File: src/rtl/simd_pkg.sv
// Shared defaults and types for the SIMD result path.
// Both the drain controller and the row serializer import these.
package simd_pkg;

    localparam int PE_COUNT_DEFAULT   = 4;
    localparam int DATA_WIDTH_DEFAULT = 32;
    localparam int ADDR_WIDTH_DEFAULT = 10;
    localparam int RD_LATENCY_DEFAULT = 2;

    typedef enum logic [2:0] {
        IDLE,
        ISSUE,
        WAIT,
        SEND,
        FIN
    } drain_state_t;

    // Lane index width; never zero so a single-lane build still has a counter.
    function automatic int lane_bits(input int n);
        return (n > 1) ? $clog2(n) : 1;
    endfunction

endpackage

File: src/rtl/row_serializer.sv
// Holds one result row and streams its lanes out, one word per handshake.
// The word and the last flag stay stable while the consumer stalls.
module row_serializer
    import simd_pkg::*;
#(
    parameter int PE_COUNT   = PE_COUNT_DEFAULT,
    parameter int DATA_WIDTH = DATA_WIDTH_DEFAULT
) (
    input  logic                           clk,
    input  logic                           rst,
    input  logic                           load,
    input  logic                           last_row,
    input  logic [PE_COUNT*DATA_WIDTH-1:0] row_data,
    input  logic                           m_tready,
    output logic [DATA_WIDTH-1:0]          m_tdata,
    output logic                           m_tvalid,
    output logic                           m_tlast,
    output logic                           row_done
);

    localparam int LW = lane_bits(PE_COUNT);
    localparam logic [LW-1:0] LAST_LANE = LW'(PE_COUNT - 1);

    logic [DATA_WIDTH-1:0] row_q [PE_COUNT];
    logic [LW-1:0]         lane_q;
    logic                  active_q;
    logic                  last_row_q;
    logic                  handshake;
    logic                  at_last_lane;

    assign at_last_lane = (lane_q == LAST_LANE);
    assign handshake    = active_q && m_tready;

    always_ff @(posedge clk) begin
        if (rst) begin
            for (int unsigned i = 0; i < PE_COUNT; i++) begin
                row_q[i] <= '0;
            end
            lane_q     <= '0;
            active_q   <= 1'b0;
            last_row_q <= 1'b0;
        end else if (load) begin
            for (int unsigned i = 0; i < PE_COUNT; i++) begin
                row_q[i] <= row_data[i*DATA_WIDTH +: DATA_WIDTH];
            end
            lane_q     <= '0;
            active_q   <= 1'b1;
            last_row_q <= last_row;
        end else if (handshake) begin
            if (at_last_lane) begin
                lane_q   <= '0;
                active_q <= 1'b0;
            end else begin
                lane_q <= lane_q + 1'b1;
            end
        end
    end

    assign m_tvalid = active_q;
    assign m_tdata  = active_q ? row_q[lane_q] : '0;
    assign m_tlast  = active_q && last_row_q && at_last_lane;
    assign row_done = handshake && at_last_lane;

endmodule

File: src/rtl/result_drain.sv
// Drains a block of result rows from the result BRAM to the PS stream.
// Controller owns the FSM, the read address and the remaining-row count.
module result_drain
    import simd_pkg::*;
#(
    parameter int PE_COUNT   = PE_COUNT_DEFAULT,
    parameter int DATA_WIDTH = DATA_WIDTH_DEFAULT,
    parameter int ADDR_WIDTH = ADDR_WIDTH_DEFAULT,
    parameter int RD_LATENCY = RD_LATENCY_DEFAULT
) (
    input  logic                           clk,
    input  logic                           rst,
    input  logic                           start,
    input  logic [ADDR_WIDTH-1:0]          base_addr,
    input  logic [ADDR_WIDTH:0]            row_count,
    output logic                           busy,
    output logic                           done,
    output logic [ADDR_WIDTH-1:0]          bram_r_r_addr,
    input  logic [PE_COUNT*DATA_WIDTH-1:0] bram_r_r_data,
    output logic [DATA_WIDTH-1:0]          m_tdata,
    output logic                           m_tvalid,
    input  logic                           m_tready,
    output logic                           m_tlast
);

    localparam int WCW = $clog2(RD_LATENCY + 1) + 1;
    localparam logic [ADDR_WIDTH:0] ONE_ROW = (ADDR_WIDTH + 1)'(1);

    drain_state_t          state_q, state_d;
    logic [ADDR_WIDTH-1:0] addr_q, addr_d;
    logic [ADDR_WIDTH:0]   rows_q, rows_d;
    logic [WCW-1:0]        wait_q, wait_d;
    logic                  load;
    logic                  row_done;
    logic                  last_row;

    assign last_row      = (rows_q == ONE_ROW);
    assign bram_r_r_addr = addr_q;

    always_ff @(posedge clk) begin
        if (rst) begin
            state_q <= IDLE;
            addr_q  <= '0;
            rows_q  <= '0;
            wait_q  <= '0;
        end else begin
            state_q <= state_d;
            addr_q  <= addr_d;
            rows_q  <= rows_d;
            wait_q  <= wait_d;
        end
    end

    always_comb begin
        state_d = state_q;
        addr_d  = addr_q;
        rows_d  = rows_q;
        wait_d  = wait_q;
        load    = 1'b0;
        busy    = 1'b0;
        done    = 1'b0;
        case (state_q)
            IDLE: begin
                if (start) begin
                    rows_d = row_count;
                    // An empty drain must not disturb the read address.
                    if (row_count == '0) begin
                        state_d = FIN;
                    end else begin
                        addr_d  = base_addr;
                        state_d = ISSUE;
                    end
                end
            end
            ISSUE: begin
                busy    = 1'b1;
                wait_d  = WCW'(1);
                state_d = WAIT;
            end
            WAIT: begin
                busy = 1'b1;
                if (wait_q == WCW'(RD_LATENCY)) begin
                    load    = 1'b1;
                    wait_d  = '0;
                    state_d = SEND;
                end else begin
                    wait_d = wait_q + 1'b1;
                end
            end
            SEND: begin
                busy = 1'b1;
                if (row_done) begin
                    rows_d = rows_q - 1'b1;
                    if (last_row) begin
                        state_d = FIN;
                    end else begin
                        addr_d  = addr_q + 1'b1;
                        state_d = ISSUE;
                    end
                end
            end
            FIN: begin
                done    = 1'b1;
                state_d = IDLE;
            end
            default: state_d = IDLE;
        endcase
    end

    row_serializer #(
        .PE_COUNT  (PE_COUNT),
        .DATA_WIDTH(DATA_WIDTH)
    ) u_row_serializer (
        .clk     (clk),
        .rst     (rst),
        .load    (load),
        .last_row(last_row),
        .row_data(bram_r_r_data),
        .m_tready(m_tready),
        .m_tdata (m_tdata),
        .m_tvalid(m_tvalid),
        .m_tlast (m_tlast),
        .row_done(row_done)
    );

endmodule

File: config.mk
export PLATFORM = sky130hd
export DESIGN_NAME = result_drain
export DESIGN_NICKNAME = d
export VERILOG_FILES = /design/src/rtl/simd_pkg.sv /design/src/rtl/row_serializer.sv /design/src/rtl/result_drain.sv
export SDC_FILE = /design/constraint.sdc
export NUM_CORES = 1
export LEC_CHECK = 0
export BUFFER_PORTS_ARGS = -buffer_cell sky130_fd_sc_hd__clkbuf_2
export CORE_MARGIN = 2
export CORE_UTILIZATION = 55
export CTS_CLUSTER_DIAMETER = 50
export CTS_CLUSTER_SIZE = 20
export DETAILED_ROUTE_END_ITERATION = 10
export PLACE_DENSITY = 0.91
export SYNTH_ARGS = -nofsm -noshare
export SYNTH_HDL_FRONTEND = slang
export SYNTH_HIERARCHICAL = 1
export SYNTH_SLANG_ARGS = --single-unit
File: constraint.sdc
create_clock -name clk -period 9.55 [get_ports clk]
set_input_delay 0.4775 -clock clk [delete_from_list [all_inputs] [get_ports clk]]
set_output_delay 0.4775 -clock clk [all_outputs]
set_load 0.1 [all_outputs]
[Word-level counts from Yosys, hierarchy flattened]
Memory sizes are Yosys's and may differ from the RTL's. A register that Yosys moved wholly into a read port is not among the register bits.
Index checks and enable logic that the tools add are counted.
Word-level totals
  output and inout bits: 46
  input bits: 153
  memory bits (writable): 128
  memories: 1
  word-level logic and storage cells: 80
  flip-flop bits (word level): 31
Operators by class
  bitwise logic cells: 4
  reductions and logical operators: 16
  mux-type cells: 36
  equality and inequality tests: 12
  add/subtract/negate cells: 4
Memory list
  u_row_serializer.row_q: words 4, width 32, rd ports 1, clocked after Yosys merged registers in 1, write ports 4, line row_serializer.sv:24  | logic [DATA_WIDTH-1:0] row_q [PE_COUNT];
Operators with widths (number)
  32-bit 2-to-1 mux: 5
  10-bit 2-to-1 mux: 4
  11-bit 2-to-1 mux: 2
  11-bit case mux with 2 select lines: 1
  10-bit case mux with 2 select lines: 1
  3-bit 2-to-1 mux: 6
  1-bit 2-to-1 mux: 12
  3-bit case mux with 4 select lines: 1
  11-bit by 1-bit equality test with 1-bit output, second input constant: 1
  11-bit zero test: 1
  11-bit by 1-bit subtractor with 11-bit output, second input constant: 1
  10-bit by 1-bit adder with 10-bit output, second input constant: 1
  2-bit inequality test, second input constant: 5
  3-bit by 2-bit equality test with 1-bit output, second input constant: 3
  2-bit nonzero test: 4
  2-bit 2-to-1 mux: 3
  3-bit case mux with 2 select lines: 1
  3-bit AND reduction: 2
  5-bit AND reduction: 1
  1-bit logical AND: 4
  1-bit bitwise OR: 4
  3-bit by 1-bit adder with 3-bit output, second input constant: 1
  3-bit by 1-bit equality test with 1-bit output, second input constant: 1
  3-bit equality test, second input constant: 1
  6 further kinds: 6

[Longest topological paths before layout]
  depth after elaboration: 7
  mapped depth: 9
  gate-level depth less buffers: 7

[Hierarchy]
Netlist, hierarchy kept.
Modules (own cells, without submodules)
  row_serializer: area an instance 5979.5 um^2, instances 1, cells an instance 402
  result_drain: area an instance 1695.4 um^2, instances 1, cells an instance 221

[Worst setup path after synthesis]
OpenSTA, ideal clock, no wires.
  path type: register -> output
  start point: register u_row_serializer.active_q (netlist: u_row_serializer/m_tvalid)
  end point: output port m_tdata[10]
  setup slack: 6.102 ns
  required time: 9.073 ns
  cell stages (with the launch flop): 4
  arrival time: 2.970 ns
  cell sequence: dfxtp_1 nand2_2 clkbuf_1 o22ai_1
Between the ends
  word-level cells in the longest chain between the ends: 1
RTL lines
  start: declaration: line row_serializer.sv:26  | logic active_q;
  start signal: assignment: line row_serializer.sv:40  | active_q <= 1'b0;
  start signal: assignment: line row_serializer.sv:47  | active_q <= 1'b1;
  start signal: assignment: line row_serializer.sv:52  | active_q <= 1'b0;
  32-bit 2-to-1 mux: line row_serializer.sv:60  | assign m_tdata = active_q ? row_q[lane_q] : '0;
  end: declaration: line result_drain.sv:20  | output logic [DATA_WIDTH-1:0] m_tdata,
No other way between the ends.

==> summary.md <==
| Metric | Value |
|---|---|
| Outcome | finished clean |
| GRT Residual Overflow | 0 |
| WHS Path Cells | 3 |
| Routed WL | 16600 um |
| Main area contributors after synthesis | edfxtp_1, and2_1, dfxtp_1 |
| WL/cell | 16.7 um |
| Critical Path, Cell by Cell | nor3b_1 > nor3b_1 > or2_4 > buf_4 |
| Buf+Inv Stages, Crit Path | 1 |
| Post-Syn Instances | 623 |
| Max-slew violations | 0 |
| Synth top area share | 50.1% |
| Seq/Total Area, Yosys | 58.7% |
| Max Cap Viol | 0 |
| Mean post-synth cell area | 12.3 sq um |
| Cell Area, Placed | 8600 sq um |
| Source of the worst hold timing path | base_addr[1] |
| Clk_skew | 0.00754 ns |
| I/O pins | 199 |
| Num CTS Buffers | 17 |
| Tcrit/Tclk final | 38.7% |
| Largest net degree at the start of global routing | 90 |
| Hold Slack | 0.316 ns |
| Top_reg_cell synth | edfxtp_1 |
| Largest family of logic cells by synthesized area | simple AND/OR/NAND/NOR gates |
| Post-DP HPWL | 10700 um |
| FP Rows | 43 |
| Final #Nets | 958 |
| Initial antenna violation count | 0 |
| Clk root buf | clkbuf_16 |
| Leakage | 3.60 nW |
| DRT Pass-1 Iters | 5 |
| Most Frequent Cell on Critical Path | nor3b_1 |
| Post-route DRC | 0 |
| All-Layer GR Usage | 22.4% |
| Cell variety after synth | 56 |
| Die height | 122 um |
| Post-Synthesis Net Count | 780 |
| Max FO, Critical Path | 74 |
| # Post-CTS Setup Buffers | 0 |
| Initial Util | 55.7% |
| Reg2Reg Depth | 4 |
| Hold buffer count at cts | 0 |
| Slew HR | 23.5% |
| Hold Vio Cnt, Final | 0 |
| Tmin final | 3.70 ns |
| H-Tree Depth | 4 |
| Core area | 13800 sq um |
| Synth Area in Adders | 0.652% |
| Post-synth EDFFs | 128 |
| Placer congestion estimate | 0.820 |
| Synthesized area | 7670 sq um |
| RSZ-0062 raised after global routing | no |
| Async SR Flop Fraction | 0% |
| Leading area contributor after synthesis | edfxtp_1 |
| Delay-heaviest family, CP | simple AND/OR/NAND/NOR gates |
| Clock Sinks | 161 |
| Mux contribution to synthesized area | 8.48% |
| Complex-gate fraction of the synthesized area | 9.83% |
| Critical R2R Launch | state_q[1]$_SDFFE_PP0P_ |
| Vias per cell | 5.58 |
| Final Non-Filler Cells | 993 |
| Pwr/cell area | 193 nW/um^2 |
| Hold EP | bram_r_r_addr[1]$_SDFFE_PP0P_ |
| Vias in the first global route | 5178 |
| DRT iter0 DRCs | 444 |
| Worst path depth | 4 |
| First-pass GRT wire length | 25400 um |
| Post-route setup TNS | 0 ns |
| HP Class | input port to flop |
| Clk pin slew, worst setup/hold paths | 0.06 ns |
| Routed Antenna Nets | 0 |
| Layout cells sized above 1 | 30.0% |
| Max frequency | 270 MHz |
| Worst path slowest cell | buf_4 |
| Width of the die | 122 um |
| Worst Path Required | 9.58 ns |
| Fill cell count | 1060 |
| Max incr delay on CP | 0.83 ns |
| Crit path DAT | 3.73 ns |
| Via count | 5542 |
| Setup CP Type | flop to flop |
| Die area | 14900 sq um |
| Buffers on Ports | 198 |
| CTS tree | done |
| Placed cell count | 962 |
| Ys Warns | 6 |
| Synth Area in Simple Gates | 17.9% |
| CP endpoint kind | flop |
| Actual slew at the worst max-slew pin | 1.15 ns |
| Latest clock arrival within the worst-skew pair | 0.41 ns |
| Max clock buf depth | 2 |
| PostCTS Resize Cnt | 0 |
| Syn-to-layout area delta | 19.3% |
| RR Endpoint | u_row_serializer/row_q[3][15]$_SDFFCE_PN0P_ |
| R2R Setup Slk | 5.85 ns |
| Design Area, Final | 9150 sq um |
| N_diodes | 0 |
| Synth Area in XOR/XNOR | 0.114% |
| Tot Pwr | 1.77 mW |
| VDD IR-drop max | 141 uV |
| Yosys reg bits | 161 |
| Critical path launch point type | flop |
| Final setup fails | 0 |
cells by family (layout without fill, tap and decap cells):
logic type,after synthesis,count (layout)
and+or+nand+nor,234,234
adders and majority gates,4,4
muxes,65,65
AOI/OAI and AO/OA,113,113
buffers and inverters,45,235
DFF,161,161
xor gates and xnor gates,1,1
worst max path at each step:
stage | start | to | slack (ns)
after global routing | state_q[1]$_SDFFE_PP0P_ | u_row_serializer/row_q[3][15]$_SDFFCE_PN0P_ | 5.58
after floorplan | u_row_serializer/m_tvalid$_SDFFE_PP0P_ | m_tdata[10] | 6.10
after detailed placement | state_q[1]$_SDFFE_PP0P_ | u_row_serializer/row_q[1][13]$_SDFFCE_PN0P_ | 5.96
after CTS | state_q[1]$_SDFFE_PP0P_ | u_row_serializer/row_q[1][13]$_SDFFCE_PN0P_ | 5.91
final | state_q[1]$_SDFFE_PP0P_ | u_row_serializer/row_q[3][15]$_SDFFCE_PN0P_ | 5.85
after global placement | state_q[1]$_SDFFE_PP0P_ | u_row_serializer/row_q[1][8]$_SDFFCE_PN0P_ | 6.12
sequential cells by signal, indices dropped and copies added, names as in the netlist, named ones only:
signal	flops
u_row_serializer/last_row_q	1
u_row_serializer/row_q	128
state_q	3
u_row_serializer/lane_q	2
rows_q	11
wait_q	3
u_row_serializer/m_tvalid	1
bram_r_r_addr	10
synth_stat cells (3+ instances only):
cell,n
nand3_1,10
mux2i_1,65
o22ai_1,34
o31ai_1,3
nand4_1,3
clkbuf_1,11
a2bb2oi_1,4
ha_1,4
nand2_1,26
buf_4,3
o21ai_2,3
a31oi_1,4
o21ai_0,13
inv_1,3
a211oi_1,6
edfxtp_1,128
o32ai_1,4
nor3_1,5
nor3b_1,5
nor2_1,24
and3_1,5
buf_6,19
nand2b_1,5
or3_1,3
and2_1,129
buf_2,9
a21oi_1,24
dfxtp_1,33
nor4_1,3
stage by stage:
step,setup slack (ns),util [%]
after detailed placement,5.96,62.5
after CTS,5.91,66.5
after global placement,6.12,62.5
after floorplan,6.10,-
after global routing,5.58,66.5
final,5.85,66.5
power breakdown:
part / internal, mW / switching (mW)
Combinational: 0.0897 / 0.201
Sequential: 0.801 / 0.0421
Clock: 0.378 / 0.257
layout make-up:
| type | instances | area [sq um] | area share, % |
|---|---|---|---|
| timing repair buffer | 201 | 1010 | 11.1 |
| sequential | 161 | 4510 | 49.3 |
| multi-input combinational | 417 | 2840 | 31.1 |
| tap | 180 | 225 | 2.46 |
| clock inverter | 13 | 121 | 1.33 |
| inverter | 3 | 11.3 | 0.123 |
| clock buffer | 18 | 429 | 4.69 |
tightest hold or removal path, stage by stage:
cell      delay (ns)
clkbuf_2        0.08
nand2_1         0.04
a311oi_1        0.08
metal layers:
metal	global-route usage [%]	wire (um)	vias up	share of wire (%)
met5	0	0	-	0
met4	9.70	356	0	2.1
li1	-	-	2654	-
met2	36.5	8240	230	50
met1	28.0	6790	2627	41
met3	6.23	1170	31	7.1
cell usage in the layout, fill, tap and decap left out, drive strengths merged, types with 3 or more instances in the layout:
cell,instances
clkinvlp,5
nor3b,5
nor4,4
clkinv,6
nand2b,6
and2,129
or4,3
nand3,10
or3,3
o22ai,34
nor3,5
inv,3
dfxtp,33
edfxtp,128
a31oi,4
and3,5
a211oi,6
mux2i,65
nand4,3
ha,4
o21ai,16
nand2,27
a2bb2oi,4
clkbuf,216
o32ai,4
buf,3
nor2,24
a21oi,24
a311oi,3
o31ai,3
Power figures use the tool's default switching activity.
